===== config.mk =====
export PLATFORM = sky130hd
export DESIGN_NAME = txn_dispatcher
export DESIGN_NICKNAME = d
export VERILOG_FILES = /design/src/rtl/txn_dispatcher.sv
export SDC_FILE = /design/constraint.sdc
export NUM_CORES = 1
export LEC_CHECK = 0
export CAP_MARGIN = 20
export CORE_ASPECT_RATIO = 1.2
export CORE_MARGIN = 2
export CORE_UTILIZATION = 40
export CTS_CLUSTER_SIZE = 28
export DETAILED_ROUTE_END_ITERATION = 10
export PLACE_DENSITY = 0.65
export SYNTH_ARGS = -nofsm -noshare
export SYNTH_HDL_FRONTEND = slang
export SYNTH_SLANG_ARGS = --single-unit

===== constraint.sdc =====
create_clock -name clock -period 2.25 [get_ports clock]
set_clock_uncertainty 0.2 [all_clocks]
set_input_delay 0.225 -clock clock [delete_from_list [all_inputs] [get_ports clock]]
set_output_delay 0.225 -clock clock [all_outputs]
set_load 0.005 [all_outputs]

===== src/rtl/txn_dispatcher.sv =====
// Request dispatcher: queues host addresses, issues each as a start pulse,
// waits for a falling ready acknowledge, and retries or errors on timeout.
module txn_dispatcher #(
  parameter int DEPTH     = 4,
  parameter int TIMEOUT   = 8,
  parameter int MAX_RETRY = 2
) (
  input  logic                     clock,
  input  logic                     reset,
  input  logic                     req_valid,
  input  logic [10:0]              req_addr,
  output logic                     req_ready,
  output logic                     start,
  output logic [10:0]              address_bus,
  input  logic                     ready,
  output logic                     done,
  output logic                     err,
  output logic [10:0]              err_addr,
  output logic                     busy,
  output logic [$clog2(DEPTH):0]   count
);

  localparam int AW = $clog2(DEPTH);
  localparam int CW = AW + 1;
  localparam int TW = $clog2(TIMEOUT);
  localparam int RW = $clog2(MAX_RETRY + 1) + 1;

  typedef enum logic [1:0] {
    IDLE    = 2'd0,
    ISSUE   = 2'd1,
    WAIT    = 2'd2,
    RESOLVE = 2'd3
  } state_t;

  state_t          state_r, next_state_s;
  logic [10:0]     mem_r [DEPTH];
  logic [AW-1:0]   wr_ptr_r, rd_ptr_r;
  logic [CW-1:0]   count_r;
  logic [TW-1:0]   timer_r;
  logic [RW-1:0]   retry_r;
  logic            seen_high_r;
  logic            push_s, pop_s, ack_s, timeout_s, retry_ok_s;
  logic [10:0]     head_s;
  logic            start_r, done_r, err_r;
  logic [10:0]     address_bus_r, err_addr_r;
  logic            start_s, done_s, err_s;
  logic [10:0]     address_bus_s, err_addr_s;

  assign head_s     = mem_r[rd_ptr_r];
  assign req_ready  = (count_r != CW'(DEPTH));
  assign push_s     = req_valid & req_ready;
  assign pop_s      = (state_r == RESOLVE);
  // A low ready only counts once a high has been seen in this attempt.
  assign ack_s      = (state_r == WAIT) & ~ready & seen_high_r;
  assign timeout_s  = (state_r == WAIT) & (timer_r == TW'(TIMEOUT - 1));
  assign retry_ok_s = (retry_r < RW'(MAX_RETRY));

  // FIFO storage, pointers and occupancy
  always_ff @(posedge clock or negedge reset) begin
    if (!reset) begin
      for (int i = 0; i < DEPTH; i++) mem_r[i] <= 11'd0;
      wr_ptr_r <= '0;
      rd_ptr_r <= '0;
      count_r  <= '0;
    end else begin
      if (push_s) begin
        mem_r[wr_ptr_r] <= req_addr;
        wr_ptr_r        <= wr_ptr_r + AW'(1);
      end
      if (pop_s) rd_ptr_r <= rd_ptr_r + AW'(1);
      case ({push_s, pop_s})
        2'b10:   count_r <= count_r + CW'(1);
        2'b01:   count_r <= count_r - CW'(1);
        default: count_r <= count_r;
      endcase
    end
  end

  // FSM state register
  always_ff @(posedge clock or negedge reset) begin
    if (!reset) state_r <= IDLE;
    else        state_r <= next_state_s;
  end

  // FSM next-state logic; acknowledge takes priority over timeout
  always_comb begin
    next_state_s = state_r;
    case (state_r)
      IDLE: begin
        if (count_r != CW'(0)) next_state_s = ISSUE;
        else                   next_state_s = IDLE;
      end
      ISSUE: next_state_s = WAIT;
      WAIT: begin
        if (ack_s)           next_state_s = RESOLVE;
        else if (timeout_s)  next_state_s = retry_ok_s ? ISSUE : RESOLVE;
        else                 next_state_s = WAIT;
      end
      RESOLVE: next_state_s = IDLE;
      default: next_state_s = IDLE;
    endcase
  end

  // Output next-values, registered below so they line up with the state
  always_comb begin
    start_s       = (next_state_s == ISSUE);
    done_s        = ack_s;
    err_s         = timeout_s & ~ack_s & ~retry_ok_s;
    address_bus_s = address_bus_r;
    err_addr_s    = err_addr_r;
    if (start_s) address_bus_s = head_s;
    else         address_bus_s = address_bus_r;
    if (err_s)   err_addr_s = head_s;
    else         err_addr_s = err_addr_r;
  end

  // Registered outputs
  always_ff @(posedge clock or negedge reset) begin
    if (!reset) begin
      start_r       <= 1'b0;
      done_r        <= 1'b0;
      err_r         <= 1'b0;
      address_bus_r <= 11'd0;
      err_addr_r    <= 11'd0;
    end else begin
      start_r       <= start_s;
      done_r        <= done_s;
      err_r         <= err_s;
      address_bus_r <= address_bus_s;
      err_addr_r    <= err_addr_s;
    end
  end

  // Attempt timer, seen-high flag and retry counter
  always_ff @(posedge clock or negedge reset) begin
    if (!reset) begin
      timer_r     <= '0;
      seen_high_r <= 1'b0;
      retry_r     <= '0;
    end else begin
      if (state_r == ISSUE) begin
        timer_r     <= '0;
        seen_high_r <= 1'b0;
      end else if (state_r == WAIT) begin
        timer_r     <= timer_r + TW'(1);
        seen_high_r <= seen_high_r | ready;
      end
      if ((state_r == IDLE) && (next_state_s == ISSUE))
        retry_r <= '0;
      else if (timeout_s && !ack_s && retry_ok_s)
        retry_r <= retry_r + RW'(1);
    end
  end

  assign start       = start_r;
  assign done        = done_r;
  assign err         = err_r;
  assign address_bus = address_bus_r;
  assign err_addr    = err_addr_r;
  assign count       = count_r;
  assign busy        = (state_r != IDLE) | (count_r != CW'(0));

endmodule


==> out/metrics.yaml <==
netlist.area_leader.share: 0.5695
grt_pass1_vias: 2176
hold_viol: 0
timing.slew.headroom: 0.6587
path_buf_inv: 2
fmax_ghz: 0.4689
grt_max_degree: 52
synth_edf_count: 0
clockBufferDepth: 2
required_ns: 1.82
ios: 45
cts_root_buf: "clkbuf_8"
htree_num_levels: 3
yosysTopAreaCell: "dfrtp_1"
ys_types: 30
worst_pin_slew_ns: 0.5073
post-route-period-util: 0.9479
grt_pass1_wl_um: 10980
fp.dieW_um: 92.21
crit_chain: "inv_1 > ha_1 > nand3b_1 > clkdlybuf4s50_1"
fin_ws_ns: 0.1172
drv_slew: 0
place.gp.congestion: 0.7406
min_path_type: "input pin to asynchronous set/reset pin"
grt_use_met1: 0.1918
avgSynthCellArea_um2: 15.43
antenna_found_initial: 0
ys_seq_area_frac: 0.5695
regToRegSetupSlack_ns: 0.20
top_usage_layer: "met2"
netlist_area_um2: 3735
arrival_ns: 1.71
yosysWarnings: 0
antenna_cells: 0
dieHeight_um: 109.9
start_util: 0.4113
status: "completed"
leakagePower_nw: 2.042
dp_slack_ns: 0.08120
start_kind: "flip-flop"
tns_ns: 0
drv_cap: 0
r2r_end: "count[2]"
dr_total_vias: 2043
placed_area_um2: 4400
synth_commonest_cells: "dfrtp_1 (85), mux2_2 (61), ha_1 (13)"
syn2layout_area_growth_pct: 24.22
drive_above_1_share: 0.3681
p_per_area_nw_per_um2: 1383
clk_latency_ns: 0.35
setup_viol: 0
met3_usage: 0.02262
cp_top_family: "buffers and inverters"
dieArea_um2: 10130
period_needed_ns: 2.133
dr.first_iter.drc_count: 43
synth_area_leaders: "dfrtp_1 (57%), mux2_2 (18%), mux4_2 (6.6%), ha_1 (4.4%), mux2_4 (2.4%)"
met2_usage: 0.2274
cpPeakStageDelay_ns: 0.49
routedWlPerCell_um: 15.43
rows: 38
critPathMaxFanout: 4
synthCells: 242
worst_hold_slack_ns: 0.1613
rsz0062_at_grt: "no"
yosys_register_bits: 85
async_flop_share: 1.000
path_clk_slew_ns: 0.08
reg2reg_depth: 9
vdd_drop_max_mv: 0.4491
synth-main-ff-cell: "dfrtp_1"
clock-sinks: 85
end_kind: "primary output"
synth_nets: 271
overflow: 0
via_per_inst: 4.785
hpwlAfterDp_um: 4661
drt_wl_total_um: 6589
post-synth-top-count-cell: "dfrtp_1"
port_buffers: 44
r2r-start: "count[1]"
fin_area_um2: 4639
grt_use_total: 0.1449
nets: 331
ant_nets: 0
cts_buffers: 9
dr.pass1.iters: 3
core_region_area_um2: 9081
worst_path_max_delay_cell: "clkdlybuf4s50_1"
cts_tree: "done"
worstSetupPathType: "flip-flop to primary output"
drcViolationCount: 0
## power breakdown
group          leakage (nW)  total (mW)  switching, mW  internal [mW]
Combinational         0.880        2.69           1.06           1.63
Clock                 0.116        1.20          0.522          0.683
Sequential             1.05        2.53          0.338           2.19
## worst max-delay path by stage
stage	start	to	slack [ns]	cells past startpoint
floorplan	count[1]	count[2]	0.17	9
detailed placement	req_valid	count[2]	0.08	9
finish	state_r[0]	busy	0.12	4
CTS	state_r[1]	busy	0.03	4
global placement	req_valid	count[2]	0.16	9
global route	state_r[0]	busy	0.007	4
## what timing repair did
item,CTS,global route
setup endpoints to repair,0,2
setup buffers,0,0
hold buffers,1,0
hold endpoints to repair,34,0
resized for setup,0,2
## area by class of cell
class                           instances  area [um2]
Clock buffer                           12       155.1
Timing Repair Buffer                   57       575.6
Clock inverter                          4       70.07
Sequential cell                        85        2128
Multi-Input combinational cell        139        1523
Inverter                               10       37.54
Tap cell                              120       150.1
Fill cell                             764        4442
## metrics by stage
| stage | total power, mW | instances | utilization |
|---|---|---|---|
| finish | 6.415 | 427 | 0.5109 |
| global route | 6.870 | 427 | 0.5109 |
| CTS | 6.507 | 427 | 0.5105 |
| detailed placement | 5.276 | 410 | 0.4846 |
| global placement | 5.177 | 410 | 0.4846 |
| floorplan | 4.350 | 242 | - |
## per-layer routing
layer | wire length [um] | share of wire
met1 | 3020 | 0.46
met2 | 3229 | 0.49
met3 | 152 | 0.023
met4 | 187 | 0.028
met5 | 0 | 0
## registers in the layout, indices dropped and copies added, names as in the netlist
| name | flops |
|---|---|
| timer_r | 3 |
| seen_high_r | 1 |
| address_bus | 11 |
| err | 1 |
| state_r | 2 |
| count | 3 |
| wr_ptr_r | 2 |
| err_addr | 11 |
| rd_ptr_r | 2 |
| mem_r | 44 |
| retry_r | 3 |
| done | 1 |
| start | 1 |
## layout by cell type (no fill, tap or decap), types with 2 or more instances in the layout
cell type / n
ha_1: 13
nor2_1: 2
xnor2_1: 4
clkinv_2: 2
nor2b_1: 2
nand2_1: 10
nand3b_1: 3
a21oi_1: 7
dfrtp_1: 84
o21ai_0: 4
inv_1: 10
clkbuf_8: 11
mux4_2: 11
xor2_1: 3
mux2_4: 6
mux2_2: 61
buf_4: 10
bufinv_16: 2
buf_12: 3
clkdlybuf4s50_1: 43
## cells by family after synthesis
group | Yosys count | share of synthesized area
mux | 79 | 0.2771
buf+inv | 18 | 0.02345
xor+xnor | 7 | 0.01642
fa+ha+maj | 14 | 0.04891
simple gates | 23 | 0.03484
flops | 85 | 0.5695
compound gates | 16 | 0.02982
No activity file was read; power rests on OpenSTA's default activity.
